$ cat src/rtl/feed_pkg.sv
// ---------------------------------------------------------------------------
// feed_pkg
// Shared definitions for the skew feed buffer:
//   - feed_state_e : drain sequencer states (IDLE, DRAIN)
//   - last_step()  : index of the final drain step for a given DEPTH/ROWS
//   - cnt_w()      : width of a per-row fill count, $clog2(DEPTH+1)
//   - step_w()     : width of the drain step counter, $clog2(LAST+1)
//   - idx_w()      : width of a row storage index
// Configuration macro: FEED_SKEW_EN selects the diagonally skewed drain.
// ---------------------------------------------------------------------------
package feed_pkg;

    typedef enum logic {
        IDLE  = 1'b0,
        DRAIN = 1'b1
    } feed_state_e;

`ifdef FEED_SKEW_EN
    localparam bit SKEW_EN = 1'b1;
`else
    localparam bit SKEW_EN = 1'b0;
`endif

    // With skew, row ROWS-1 starts ROWS-1 steps late, stretching the drain.
    function automatic int last_step(input int depth, input int rows);
        return SKEW_EN ? (depth + rows - 2) : (depth - 1);
    endfunction

    function automatic int cnt_w(input int depth);
        return $clog2(depth + 1);
    endfunction

    // A single-step drain would give a zero-width counter; keep at least 1 bit.
    function automatic int step_w(input int depth, input int rows);
        int w;
        w = $clog2(last_step(depth, rows) + 1);
        return (w < 1) ? 1 : w;
    endfunction

    function automatic int idx_w(input int depth);
        return (depth > 1) ? $clog2(depth) : 1;
    endfunction

endpackage

$ cat src/rtl/feed_row.sv
// ---------------------------------------------------------------------------
// feed_row
// One row queue: DEPTH-entry storage, fill count, append, indexed read and
// full flag.
// Ports:
//   clk, reset     rising-edge clock, synchronous active-high reset
//   push           append data at index count (ignored when full)
//   data           word to append
//   clear          empty the row (count back to 0)
//   rd_idx         combinational read index
//   rd_data        storage word at rd_idx
//   count          number of valid entries (0..DEPTH)
//   full           count == DEPTH
// ---------------------------------------------------------------------------
module feed_row
    import feed_pkg::*;
#(
    parameter int DATA_W = 32,
    parameter int DEPTH  = 4,
    parameter int CNT_W  = cnt_w(DEPTH),
    parameter int IDX_W  = idx_w(DEPTH)
) (
    input  logic              clk,
    input  logic              reset,
    input  logic              push,
    input  logic [DATA_W-1:0] data,
    input  logic              clear,
    input  logic [IDX_W-1:0]  rd_idx,
    output logic [DATA_W-1:0] rd_data,
    output logic [CNT_W-1:0]  count,
    output logic              full
);

    logic [DATA_W-1:0] mem [DEPTH];
    logic [CNT_W-1:0]  count_q;
    logic              wr_en;

    assign full    = (count_q == CNT_W'(DEPTH));
    assign wr_en   = push && !full;
    assign count   = count_q;
    assign rd_data = mem[rd_idx];

    // NOTE: storage is deliberately not reset; count_q alone decides which
    // entries are meaningful, so stale words are never presented as valid.
    always_ff @(posedge clk) begin
        if (wr_en) begin
            // count_q < DEPTH here, so the low IDX_W bits address the entry.
            mem[count_q[IDX_W-1:0]] <= data;
        end
    end

    // NOTE: every clocked register uses non-blocking assignment so all flops
    // sample pre-edge values regardless of block ordering.
    always_ff @(posedge clk) begin
        if (reset) begin
            count_q <= '0;
        end else if (clear) begin
            count_q <= '0;
        end else if (wr_en) begin
            count_q <= count_q + CNT_W'(1);
        end
    end

endmodule

$ cat src/rtl/skew_feed_buffer.sv
// ---------------------------------------------------------------------------
// skew_feed_buffer
// Collects operand words into ROWS queues of DEPTH entries, then drains all
// rows in parallel towards the MAC array. With FEED_SKEW_EN defined, row r is
// delayed by r steps (diagonal skew); otherwise all rows drain aligned.
// Ports:
//   clk, reset     rising-edge clock, synchronous active-high reset
//   load_valid     load request; accepted when load_ready is high
//   load_ready     high in IDLE (registered state only)
//   load_sel       multi-hot row select, bit 0 = row 0
//   load_data      word appended to every selected row
//   start          drain request, acted on in IDLE only
//   stall          freezes the drain while high
//   result         registered row outputs, row r at [r*DATA_W +: DATA_W]
//   out_valid      per-row valid for result
//   busy           high in DRAIN
//   done           one-cycle pulse with the last drain step
//   overflow       one-cycle pulse after a load hit a full selected row
// Configuration macro: FEED_SKEW_EN.
// ---------------------------------------------------------------------------
`ifndef MM_HGT
`define MM_HGT 4
`endif
`ifndef MM_WDT
`define MM_WDT 4
`endif

module skew_feed_buffer
    import feed_pkg::*;
#(
    parameter int DATA_W = 32,
    parameter int ROWS   = `MM_HGT,
    parameter int DEPTH  = `MM_WDT
) (
    input  logic                   clk,
    input  logic                   reset,
    input  logic                   load_valid,
    output logic                   load_ready,
    input  logic [ROWS-1:0]        load_sel,
    input  logic [DATA_W-1:0]      load_data,
    input  logic                   start,
    input  logic                   stall,
    output logic [ROWS*DATA_W-1:0] result,
    output logic [ROWS-1:0]        out_valid,
    output logic                   busy,
    output logic                   done,
    output logic                   overflow
);

    localparam int LAST   = last_step(DEPTH, ROWS);
    localparam int CNT_W  = cnt_w(DEPTH);
    localparam int STEP_W = step_w(DEPTH, ROWS);
    localparam int IDX_W  = idx_w(DEPTH);
    localparam logic [STEP_W-1:0] LAST_STEP = STEP_W'(LAST);

    feed_state_e       state_q, state_d;
    logic [STEP_W-1:0] step_q, step_d;
    logic              drain_en;
    logic              last_hit;
    logic              load_fire;

    logic [ROWS-1:0]        push;
    logic [ROWS-1:0]        ovf_hit;
    logic [ROWS-1:0]        full;
    logic [ROWS-1:0]        hit;
    logic [DATA_W-1:0]      word [ROWS];
    logic [ROWS*DATA_W-1:0] step_flat;

    logic [ROWS*DATA_W-1:0] result_q;
    logic [ROWS-1:0]        out_valid_q;
    logic                   done_q;
    logic                   overflow_q;

    assign load_ready = (state_q == IDLE);
    assign load_fire  = load_valid && load_ready;
    assign busy       = (state_q == DRAIN);
    assign result     = result_q;
    assign out_valid  = out_valid_q;
    assign done       = done_q;
    assign overflow   = overflow_q;

    for (genvar r = 0; r < ROWS; r++) begin : g_row
        logic [CNT_W-1:0]  count_r;
        logic [IDX_W-1:0]  rd_idx_r;
        logic [DATA_W-1:0] rd_data_r;
        logic              hit_r;
        int                k;

        // k is the entry this row presents at the current step; negative or
        // past the fill count means the row is idle for this step.
        always_comb begin
`ifdef FEED_SKEW_EN
            k = int'(step_q) - r;
`else
            k = int'(step_q);
`endif
            hit_r    = (k >= 0) && (k < int'(count_r));
            rd_idx_r = k[IDX_W-1:0];
        end

        assign push[r]    = load_fire && load_sel[r] && !full[r];
        assign ovf_hit[r] = load_fire && load_sel[r] && full[r];
        assign hit[r]     = hit_r;
        assign word[r]    = hit_r ? rd_data_r : '0;

        feed_row #(
            .DATA_W (DATA_W),
            .DEPTH  (DEPTH),
            .CNT_W  (CNT_W),
            .IDX_W  (IDX_W)
        ) u_row (
            .clk     (clk),
            .reset   (reset),
            .push    (push[r]),
            .data    (load_data),
            .clear   (last_hit),
            .rd_idx  (rd_idx_r),
            .rd_data (rd_data_r),
            .count   (count_r),
            .full    (full[r])
        );
    end

    always_comb begin
        step_flat = '0;
        for (int r = 0; r < ROWS; r++) begin
            step_flat[r*DATA_W +: DATA_W] = word[r];
        end
    end

    // NOTE: every output of this block gets a default before the case, so no
    // path leaves a signal unassigned and no latch is inferred.
    always_comb begin
        state_d  = state_q;
        step_d   = step_q;
        drain_en = 1'b0;
        last_hit = 1'b0;
        unique case (state_q)
            IDLE: begin
                if (start) begin
                    state_d = DRAIN;
                    step_d  = '0;
                end
            end
            DRAIN: begin
                if (!stall) begin
                    drain_en = 1'b1;
                    if (step_q == LAST_STEP) begin
                        last_hit = 1'b1;
                        state_d  = IDLE;
                    end else begin
                        step_d = step_q + STEP_W'(1);
                    end
                end
            end
            default: state_d = IDLE;
        endcase
    end

    always_ff @(posedge clk) begin
        if (reset) begin
            state_q <= IDLE;
            step_q  <= '0;
        end else begin
            state_q <= state_d;
            step_q  <= step_d;
        end
    end

    always_ff @(posedge clk) begin
        if (reset) begin
            result_q    <= '0;
            out_valid_q <= '0;
            done_q      <= 1'b0;
            overflow_q  <= 1'b0;
        end else begin
            done_q     <= last_hit;
            overflow_q <= |ovf_hit;
            if (drain_en) begin
                result_q    <= step_flat;
                out_valid_q <= hit;
            end else if (state_q == IDLE) begin
                // Clears the final step one cycle after done; stays zero in IDLE.
                result_q    <= '0;
                out_valid_q <= '0;
            end
        end
    end

endmodule

$ cat config.mk
export PLATFORM = sky130hd
export DESIGN_NAME = skew_feed_buffer
export DESIGN_NICKNAME = d
export VERILOG_FILES = /design/src/rtl/feed_pkg.sv /design/src/rtl/feed_row.sv /design/src/rtl/skew_feed_buffer.sv
export SDC_FILE = /design/constraint.sdc
export NUM_CORES = 1
export LEC_CHECK = 0
export ABC_AREA = 1
export BUFFER_PORTS_ARGS = -buffer_cell sky130_fd_sc_hd__buf_2
export CAP_MARGIN = 0
export CORE_MARGIN = 5
export CORE_UTILIZATION = 47
export DETAILED_ROUTE_END_ITERATION = 8
export PLACE_DENSITY = 0.67
export SLEW_MARGIN = 20
export SYNTH_ARGS = -nofsm -noshare
export SYNTH_HDL_FRONTEND = slang
export SYNTH_SLANG_ARGS = --single-unit
export TNS_END_PERCENT = 10
$ cat constraint.sdc
create_clock -name clk -period 2.6 [get_ports clk]
set_input_delay 0.39 -clock clk [delete_from_list [all_inputs] [get_ports clk]]
set_output_delay 0.39 -clock clk [all_outputs]
set_load 0.005 [all_outputs]
==> results.json <==
{
  "hold_buffers": 0,
  "cpMostUsedCell": "nand2_1",
  "clock_latency_ps": 610,
  "synthCells": 2632,
  "cts_setup_buffers": 0,
  "cp-start-kind": "flop",
  "dieArea_um2": 62160,
  "dr_total_vias": 17788,
  "async_reset_ff_frac": 0,
  "final_cells": 3612,
  "postPlaceCellArea_um2": 28750,
  "synth_edf_count": 512,
  "stdcell_area_um2": 30940,
  "area_growth_pct": 14.95,
  "numPortBuffers": 176,
  "timing.final.ws_setup_ps": 592.9,
  "place_inst": 3488,
  "synth_mux_area_frac": 0,
  "worstPathMaxFanout": 19,
  "cp_slowest_cell": "dfxtp_1",
  "fin_nets": 2865,
  "rsz0062_at_grt": "no",
  "viasPerCell": 4.925,
  "yosys_warnings": 0,
  "tns_ps": 0,
  "place.gp.congestion": 0.8088,
  "die_w_um": 249.3,
  "critical_path.max_stage_delay_ps": 490,
  "fin_crit_ps": 2007,
  "antenna_found_initial": 3,
  "cts_tree": "built",
  "synthXorXnorAreaFrac": 0,
  "drive_above_1_share": 0.1416,
  "ys_seq_area_frac": 0.6835,
  "worstHoldPathType": "primary input to flop",
  "synthSimpleGateAreaFrac": 0.2001,
  "worst_pin_slew_ps": 677.5,
  "grt_max_degree": 129,
  "syn_area_um2": 26920,
  "slew_violations": 0,
  "endpoint_kind": "flop",
  "die_h_um": 249.3,
  "syn_nets": 2694,
  "synth_fa_ha_area_frac": 0.009762,
  "drt_wl_total_um": 63850,
  "drv_cap": 0,
  "p_per_area_nw_per_um2": 726.5,
  "wl_per_cell_um": 17.68,
  "setup_viol": 0,
  "grt_overflow_total": 0,
  "synth_top_family_by_area": "simple AND/OR/NAND/NOR gates",
  "fin_skew_ps": 22.89,
  "dpl.hpwl_um": 38980,
  "drc": 0,
  "grt_pass1_wl_um": 99730,
  "path_cells": "ha_1, inv_1, nor2_1, nand2_1, nand2_1, nor2_4, buf_12, nand2_1, a21oi_1",
  "peakVddDrop_mv": 0.3935,
  "fmax_ghz": 0.4982,
  "p_leak_nw": 12.90,
  "cts-root-buf": "clkbuf_16",
  "track_usage": 0.2025,
  "synth-main-ff-cell": "edfxtp_1",
  "h-tree-depth": 3,
  "relSlewSlack": 0.5483,
  "status": "finished, final reports clean",
  "cts-resized-gates": 0,
  "required_ps": 3110,
  "grt_pass1_vias": 17684,
  "core-area_um2": 56600,
  "dr.pass1.iters": 5,
  "synth_seq_cells": 663,
  "arrival_ps": 2510,
  "clkTransAtPathRegs_ps": 60,
  "nFillCells": 4821,
  "place_ws_ps": 572.3,
  "yosysUniqueCellTypes": 28,
  "start_util": 0.4755,
  "io_pins": 177,
  "clock-sinks": 663,
  "avgSynthCellArea_um2": 10.23,
  "drt-initial-drc-count": 1391,
  "finalHoldViolations": 0,
  "cts_buffers": 69,
  "clk_path_buf_depth": 3,
  "ant_nets": 0,
  "fin_crit_sh": 0.7720,
  "critical_path_class": "flop to flop",
  "final_core_util": 0.5466,
  "num_rows": 87,
  "synth-compound-area-share": 0.03584
}
-- critical path, delay by kind of cell, from the launching register on --
kind	cells	cell delay, ps
buf+inv	2	280
simple gates	5	640
flops	1	490
compound gates	1	160
fa+ha+maj	1	300
-- logic make-up after synthesis --
kind of cell | after synthesis
AOI/OAI and AO/OA | 152
and+or+nand+nor | 1367
adders and majority gates | 21
buffers and inverters | 429
DFF | 663
-- power breakdown --
part	internal (W)	total [W]	switching (W)	leakage (nW)
Sequential	0.0116	0.0117	0.0000620	5.86
Combinational	0.000350	0.00130	0.000953	5.98
Clock	0.00562	0.00953	0.00390	1.06
Total	0.0176	0.0225	0.00492	12.9
-- layout by cell type, fill, tap and decap left out, drive strengths merged, types with 4 or more instances in the layout --
cell type and instances:
nand2 1186, nand4 5, ha 21, o21ai 10, dfxtp 151, nor2 38
a21oi 140, clkinvlp 4, clkbuf 100, inv 302, nand3 132, buf 227
clkinv 14, nor3 5, edfxtp 512
-- state kept, by name (all words and copies together) (netlist names), named ones only --
| register | count |
|---|---|
| result | 128 |
| out_valid | 4 |
| g_row.u_row.count | 12 |
| g_row.u_row.mem | 512 |
| done | 1 |
| busy | 1 |
| g_row.rd_idx_r | 2 |
| overflow | 1 |
-- per-stage QoR --
step | total power [W] | hold WS, ps
floorplan | 0.01267 | 459.2
global placement | 0.01315 | 449.8
detailed placement | 0.01319 | 453.4
CTS | 0.02268 | 15.81
global route | 0.02330 | 77.44
finish | 0.02248 | 46.95
-- path summary, 6_finish.rpt --
path | cells after the start | endpoint | slack (ps) | startpoint
setup reg to reg | 9 | result[2]$_SDFFE_PP0P_ | 590 | g_row[0].rd_idx_r[1]$_SDFFE_PP0N_
hold / removal | 3 | busy$_SDFF_PP0_ | 50 | start
hold reg to reg | 2 | result[85]$_SDFFE_PP0P_ | 460 | result[85]$_SDFFE_PP0P_
setup / recovery | 9 | result[2]$_SDFFE_PP0P_ | 590 | g_row[0].rd_idx_r[1]$_SDFFE_PP0N_
-- synth_stat cells (4+ instances only) --
cell / n / area, µm²
nand2_1: 1184 / 4444
a21oi_2: 50 / 437.9
nand4_1: 5 / 31.28
buf_4: 10 / 75.07
nand3_1: 130 / 650.6
buf_6: 25 / 281.5
nor2_4: 4 / 45.04
dfxtp_1: 151 / 3023
nor2_1: 33 / 123.9
o21ai_0: 7 / 35.03
a21oi_1: 90 / 450.4
edfxtp_1: 512 / 15370
buf_2: 54 / 270.3
buf_1: 5 / 18.77
nor3_1: 5 / 25.02
inv_1: 300 / 1126
clkbuf_1: 33 / 123.9
ha_1: 21 / 262.8
-- routing by layer --
metal	vias up	wire length (µm)	GRT usage
met5	-	21	0
li1	8742	-	-
met4	4	1672	0.06507
met3	93	3245	0.03717
met1	8524	27590	0.2626
met2	425	31320	0.3473
-- layout make-up --
type                            instances  area, µm²  area share
Antenna cell                            3      7.507   0.0002426
Multi-Input combinational cell       1540       6734      0.2176
Inverter                              302       1146     0.03704
Sequential cell                       663      18410      0.5948
Tap cell                              756      945.9     0.03057
Timing Repair Buffer                  227       1520     0.04913
Clock buffer                          100       1998     0.06458
Clock inverter                         21      185.2    0.005985
Power figures use the tool's default switching activity.
